### src/rtl/dropout_mask_gen.sv
// LFSR-based dropout keep-mask generator: one 8-bit mask per 8 enabled cycles, valid/ready output.
// Optional keep_count popcount output is built when DROPOUT_MASK_COUNT_EN is defined.
module dropout_mask_gen #(
    parameter logic [15:0] SEED = 16'hACE1,
    parameter logic [15:0] TAPS = 16'hB400
) (
    input  logic        clk,
    input  logic        reset,
    input  logic        ui_ena,
    input  logic [7:0]  rate,
    input  logic        seed_load,
    input  logic [15:0] seed_in,
    input  logic        mask_ready,
    output logic        mask_valid,
    output logic [7:0]  mask,
`ifdef DROPOUT_MASK_COUNT_EN
    output logic [3:0]  keep_count,
`endif
    output logic        busy
);

    typedef enum logic [1:0] {IDLE, GEN, HOLD} state_t;

    state_t      state_q, state_d;
    logic [15:0] lfsr_q, lfsr_d;
    logic [2:0]  lane_q, lane_d;
    logic [6:0]  asm_q, asm_d;
    logic [7:0]  rate_q, rate_d;
    logic [7:0]  mask_q, mask_d;
    logic        mask_valid_q, mask_valid_d;

    logic        out_free;
    logic        load;
    logic [7:0]  thr;
    logic        lane_bit;
    logic [15:0] lfsr_nxt;

    always_comb begin
        state_d      = state_q;
        lfsr_d       = lfsr_q;
        lane_d       = lane_q;
        asm_d        = asm_q;
        rate_d       = rate_q;
        mask_d       = mask_q;
        mask_valid_d = mask_valid_q;
        load         = 1'b0;

        out_free = !mask_valid_q || mask_ready;
        // Lane 0 compares against the live rate, which is latched for lanes 1-7.
        thr      = (lane_q == 3'd0) ? rate : rate_q;
        lane_bit = (lfsr_q[7:0] >= thr);
        lfsr_nxt = (lfsr_q >> 1) ^ (lfsr_q[0] ? TAPS : 16'h0000);

        if (mask_valid_q && mask_ready)
            mask_valid_d = 1'b0;

        if (seed_load) begin
            lfsr_d  = (seed_in == 16'h0000) ? SEED : seed_in;
            lane_d  = 3'd0;
            asm_d   = 7'd0;
            state_d = ui_ena ? GEN : IDLE;
        end else if (ui_ena) begin
            case (state_q)
                IDLE, GEN: begin
                    state_d = GEN;
                    if (lane_q == 3'd0)
                        rate_d = rate;
                    if (lane_q == 3'd7) begin
                        if (out_free) load = 1'b1;
                        else          state_d = HOLD;
                    end else begin
                        asm_d[lane_q] = lane_bit;
                        lfsr_d        = lfsr_nxt;
                        lane_d        = lane_q + 3'd1;
                    end
                end
                HOLD: begin
                    if (out_free) begin
                        load    = 1'b1;
                        state_d = GEN;
                    end
                end
                default: state_d = IDLE;
            endcase
        end else if (state_q == GEN && lane_q == 3'd0) begin
            // Nothing partial is held, so a disabled generator is simply idle.
            state_d = IDLE;
        end

        if (load) begin
            mask_d       = {lane_bit, asm_q};
            mask_valid_d = 1'b1;
            lfsr_d       = lfsr_nxt;
            lane_d       = 3'd0;
            asm_d        = 7'd0;
        end
    end

    always_ff @(posedge clk) begin
        if (reset) begin
            state_q      <= IDLE;
            lfsr_q       <= SEED;
            lane_q       <= 3'd0;
            asm_q        <= 7'd0;
            rate_q       <= 8'd0;
            mask_q       <= 8'd0;
            mask_valid_q <= 1'b0;
        end else begin
            state_q      <= state_d;
            lfsr_q       <= lfsr_d;
            lane_q       <= lane_d;
            asm_q        <= asm_d;
            rate_q       <= rate_d;
            mask_q       <= mask_d;
            mask_valid_q <= mask_valid_d;
        end
    end

`ifdef DROPOUT_MASK_COUNT_EN
    logic [3:0] keep_count_q, keep_count_d;

    always_comb begin
        keep_count_d = keep_count_q;
        if (load)
            keep_count_d = 4'($countones(mask_d));
    end

    always_ff @(posedge clk) begin
        if (reset) keep_count_q <= 4'd0;
        else       keep_count_q <= keep_count_d;
    end

    assign keep_count = keep_count_q;
`endif

    assign mask       = mask_q;
    assign mask_valid = mask_valid_q;
    assign busy       = (state_q != IDLE);

endmodule

### config.mk
export PLATFORM = sky130hd
export DESIGN_NAME = dropout_mask_gen
export DESIGN_NICKNAME = d
export VERILOG_FILES = /design/src/rtl/dropout_mask_gen.sv
export SDC_FILE = /design/constraint.sdc
export NUM_CORES = 1
export LEC_CHECK = 0
export ABC_AREA = 1
export BUFFER_PORTS_ARGS = -buffer_cell sky130_fd_sc_hd__buf_2
export CORE_AREA = 8 8 92 94
export DETAILED_ROUTE_END_ITERATION = 10
export DIE_AREA = 0 0 100 102
export RECOVER_POWER = 25
export SYNTH_ARGS = -nofsm -noshare
export SYNTH_HDL_FRONTEND = slang
export SYNTH_SLANG_ARGS = --single-unit
### constraint.sdc
create_clock -name clk -period 6 [get_ports clk]
set_input_delay 0.3 -clock clk [delete_from_list [all_inputs] [get_ports clk]]
set_output_delay 0.3 -clock clk [all_outputs]
set_load 0.02 [all_outputs]
; ---- Yosys cells after proc, flatten, opt, wreduce, memory -nomap -nowiden
; Index checks and enable logic that the tools add are counted.
[op_classes]
n_bitwise = 3
eq_ne = 5
order_cmp = 3
n_reduce_logical = 19
addsub = 1
muxes = 26
[ops]
columns = operator, n
row1 = 16-bit two-way mux, 7
row2 = 16-bit logical NOT, 1
row3 = 15-bit by 16-bit bitwise XOR with 16-bit output, 1
row4 = 2-bit two-way mux, 6
row5 = 3-bit AND reduction, 3
row6 = 3-bit nonzero test, 3
row7 = 8-bit >= comparator, 1
row8 = 1-bit two-way mux, 8
row9 = 8-bit two-way mux, 1
row10 = 7-bit bitwise mux, 1
row11 = "3-bit by 4-bit < comparator with 1-bit output, second input constant", 1
row12 = "4-bit != test, second input constant", 1
row13 = 2-bit one-hot mux with 2 select lines, 1
row14 = 2-bit nonzero test, 2
row15 = "3-bit by 1-bit adder with 3-bit output, second input constant", 1
row16 = 1-bit demux with 3-bit select, 1
row17 = "3-bit == test, second input constant", 1
row18 = "3-bit by 1-bit >= comparator with 1-bit output, second input constant", 1
row19 = 1-bit logical AND, 3
row20 = 3-bit logical NOT, 1
row21 = "3-bit != test, second input constant", 1
row22 = 3-bit OR reduction, 1
row23 = "2-bit by 1-bit == test with 1-bit output, second input constant", 1
row24 = "2-bit == test, second input constant", 1
row25 = 7 further kinds, 8
[totals]
ff_bits = 45

; ---- Longest topological paths before layout
[logic_depth]
ltp_word = 9
mapped_depth = 14
depth_no_buf = 14

; ---- Least setup slack after synthesis
; Ideal clock, no wire load.
[synth_timing]
kind = register to register
startpoint = register lane_q[0]
endpoint = register mask_q[7] (netlist: mask[7])
slack_ns = 3.958
synth_period_minus_slack_ns = 2.042
arrival_ns = 1.933
path_buffers = 0
setup_time_ns = 0.109
stages_incl_launch_ff = 14
required_ns = 5.891
cell_sequence = dfxtp_1 > inv_1 > ha_1 > nand2_2 > mux2i_1 > ha_1 > nand2_1 > nor2_1 > nor2_1 > nand2_1 > nand2_1 > nand3_1 > nand2_1 > inv_1
[synth_between]
elab_chain_cells = 5
[synth_rtl]
columns = element, line
row1 = from (decl), 26  ; logic [2:0] lane_q, lane_d;
row2 = from (signal assigned), 111  ; lane_q <= lane_d;
row3 = "parallel branches: the longest is 5 deep, another holds 8-bit >= comparator", n/a
row4 = to (signal assigned), 114  ; mask_q <= mask_d;
row5 = to (decl), 29  ; logic [7:0] mask_q, mask_d;
; Several ways; the timed one is not identified.
; A chain may end at the register's enable or synchronous reset.

; ---- Worst setup path in the final report
[layout_timing]
startpoint = register lane_q[0]
endpoint = register asm_q[3]
[layout_between]
elab_chain_cells = 6
[layout_rtl]
columns = element, line
row1 = "parallel branches: the longest is 6 deep, another holds 8-bit >= comparator", n/a
row2 = to (signal assigned), 112  ; asm_q <= asm_d;
row3 = to (decl), 27  ; logic [6:0] asm_q, asm_d;
; Several ways; the timed one is not identified.

==> impl_metrics.py <==
metrics = {
    "outcome": {
        "status": "finished, final reports clean",
    },
    "clock_network": {
        "cts_sinks": 45,
        "post_cts_resized": 0,
        "cts_made_buffers": 5,
        "ctsHoldBuffers": 0,
        "clkSlewWorstSetupHoldPaths_ns": 0.09,
        "post_cts_buffers": 0,
        "clk_path_buf_depth": 2,
        "cts_max_level": 2,
        "cts_tree": "done",
        "clk_latency_ns": 0.31,
        "clockRootBuffer": "clkbuf_8",
    },
    "hold_path": {
        "hold_class": "in -> reg",
    },
    "pwr": {
        "intPower_mw": 0.515,
        "power_switching_share_pct": 25.8,
        "power_leakage_nw": 1.31,
        "p_seq_share_pct": 46.3,
        "power.combinational.fraction_pct": 14.1,
        "p_clk_share_pct": 39.6,
        "power.density_nw_per_um2": 249,
        "ir_drop_mv": 0.111,
        "p_total_mw": 0.694,
        "p_sw_mw": 0.179,
    },
    "sta": {
        "finalCriticalPeriod_ns": 2.54,
        "slew_headroom_pct": 61.8,
        "setup_slack_ns": 3.46,
        "grt_setup_unrepaired": "false",
        "worst_clock_skew_ns": 0.00678,
        "setup_tns_ns": 0,
        "max_freq_mhz": 394,
        "hold_viol_final": 0,
        "worstMarginPinSlew_ns": 0.573,
        "fin_crit_sh_pct": 42.3,
        "setup_violations": 0,
        "drv_slew": 0,
    },
    "detailed_routing": {
        "wl_per_cell_um": 12.1,
        "vias": 2356,
        "routed_wl_mm": 6.10,
        "drtAntennaViolNets": 0,
        "first_pass_iters": 4,
        "drt-initial-drc-count": 108,
        "route.detailed.vias_per_inst": 4.67,
        "drc_errors": 0,
    },
    "floorplan": {
        "io-pin-count": 39,
        "dieArea_um2": 10200,
        "die_y_um": 102,
        "coreArea_um2": 7060,
        "rows": 31,
        "initial_utilization_pct": 34.1,
        "die_w_um": 100,
    },
    "setup_path": {
        "cp_cell_sequence": "inv_1 > ha_1 > nand2_1 > mux2i_1 > ha_1 > nand2_1 > nor2_1 > nor2_1 > nand2_1 > nand2_1 > nand3_1 > nand2_1 > inv_1",
        "cp_max_fo": 9,
        "worstPathRequired_ns": 6.21,
        "cp_common_cell": "nand2_1",
        "crit_path_start_kind": "register",
        "cp-end-kind": "register",
        "critPathSlowestCell": "dfxtp_1",
        "arrival_ns": 2.75,
        "max_stage_delay_ns": 0.43,
        "worstSetupPathType": "reg -> reg",
    },
    "yosys": {
        "syn_area_per_cell_um2": 6.55,
        "ys_ff_latch": 45,
        "ys_seq_area_share_pct": 37.4,
        "ys_warn_count": 0,
        "syn_inst": 368,
        "syn_nets": 408,
        "synth.distinct_cells": 25,
        "syn_area_um2": 2410,
    },
    "final_layout": {
        "final_common_cell": "nand2_1",
        "multi_input_area_um2": 1310,
        "final_cell_area_um2": 2790,
        "area_delta_synth_final_pct": 15.6,
        "final_cell_mix": "nand2_1, nor2_1, dfxtp_1",
        "num-fill-cells": 780,
        "final_cell_count_no_fill": 504,
        "antenna_cells": 0,
        "nets": 444,
        "drive_above_1_share_pct": 11.1,
        "regArea_um2": 901,
    },
    "grt": {
        "grt_max_degree": 27,
        "antenna_found_initial": 0,
        "track_usage_pct": 12.5,
        "grt_pass1_vias": 2239,
        "grt_pass1_wl_mm": 10.3,
        "gr-total-overflow": 0,
    },
    "placed_design": {
        "port_buffers": 38,
        "post-dp-hpwl_mm": 4.43,
        "dpl.cell_count": 496,
        "preCtsSetupSlack_ns": 3.60,
        "placed_cell_area_um2": 2670,
        "gp_congestion": 0.822,
    },
    "run": {
        "maxCapViolCount": 0,
    },
}
cell type report:
cell class	instances	share of cell area [%]
Clock buffer	5	2.47
Clock inverter	3	2.34
Inverter	36	4.85
Multi-Input combinational cell	278	47.2
Sequential cell	45	32.3
Tap cell	99	4.45
Timing Repair Buffer	38	6.38
stage by stage:
stage | utilization, % | hold WS (ns)
floorplan | - | 0.434
global placement | 37.8 | 0.442
detailed placement | 37.8 | 0.456
CTS | 39.7 | 0.311
global route | 39.5 | 0.329
finish | 39.5 | 0.313
metal layers:
| layer | track usage (%) | part of all wire (%) | up-vias |
|---|---|---|---|
| met5 | 0 | 0 | - |
| met4 | 3.26 | 1.5 | 0 |
| met3 | 4.43 | 6.5 | 8 |
| met2 | 21.3 | 46 | 58 |
| met1 | 14.5 | 46 | 1057 |
| li1 | - | - | 1233 |
registers in the layout, summed over array words and instances (netlist names):
| name | cells |
|---|---|
| asm_q | 7 |
| lane_q | 3 |
| lfsr_q | 16 |
| mask | 8 |
| mask_valid | 1 |
| rate_q | 8 |
| state_q | 2 |
critical path: cells and delay by family (launching register included):
| family | cells | cell delay (ns) |
|---|---|---|
| adder cells (fa/ha/maj) | 2 | 0.50 |
| buffers and inverters | 2 | 0.15 |
| flip-flops | 1 | 0.43 |
| multiplexers | 1 | 0.31 |
| AND/OR/NAND/NOR | 8 | 1.05 |
worst paths after layout:
path / slack [ns] / depth (start not counted) / startpoint / endpoint
setup / recovery: 3.46 / 13 / lane_q[0]$_SDFFE_PP0P_ / asm_q[3]$_SDFFE_PP0P_
hold / removal: 0.31 / 3 / rate[2] / rate_q[2]$_SDFFE_PP0P_
setup reg to reg: 3.46 / 13 / lane_q[0]$_SDFFE_PP0P_ / asm_q[3]$_SDFFE_PP0P_
hold reg to reg: 0.47 / 2 / asm_q[5]$_SDFFE_PP0P_ / mask[5]$_SDFFE_PP0P_
power by group through the flow:
stage / sequential [mW] / clock, mW / combinational, mW
2_1_floorplan: 0.326 / 0 / 0.0719
3_3_place_gp: 0.328 / 0 / 0.0966
3_5_place_dp: 0.328 / 0 / 0.0988
4_1_cts: 0.321 / 0.282 / 0.0996
5_1_grt: 0.323 / 0.297 / 0.115
6_report: 0.321 / 0.275 / 0.0978
cells by family after synthesis:
family          share of synthesized area [%]
simple gates                             34.6
compound gates                           11.2
buf+inv                                  7.74
flops                                    37.4
fa+ha+maj                                5.71
mux                                      2.91
xor+xnor                                0.364
cells in the mapped netlist, drive strengths merged:
| master | instances | area, µm² |
|---|---|---|
| a21oi | 33 | 169 |
| a31oi | 1 | 6.26 |
| buf | 5 | 36.3 |
| clkbuf | 4 | 15.0 |
| dfxtp | 45 | 901 |
| ha | 11 | 138 |
| inv | 36 | 135 |
| mux2i | 7 | 70.1 |
| nand2 | 117 | 452 |
| nand3 | 21 | 115 |
| nor2 | 65 | 246 |
| nor3 | 3 | 15.0 |
| o21a | 1 | 7.51 |
| o21ai | 16 | 80.1 |
| o21bai | 1 | 7.51 |
| or2 | 1 | 6.26 |
| xnor2 | 1 | 8.76 |
Note: power is estimated with default switching activity, not from simulation.
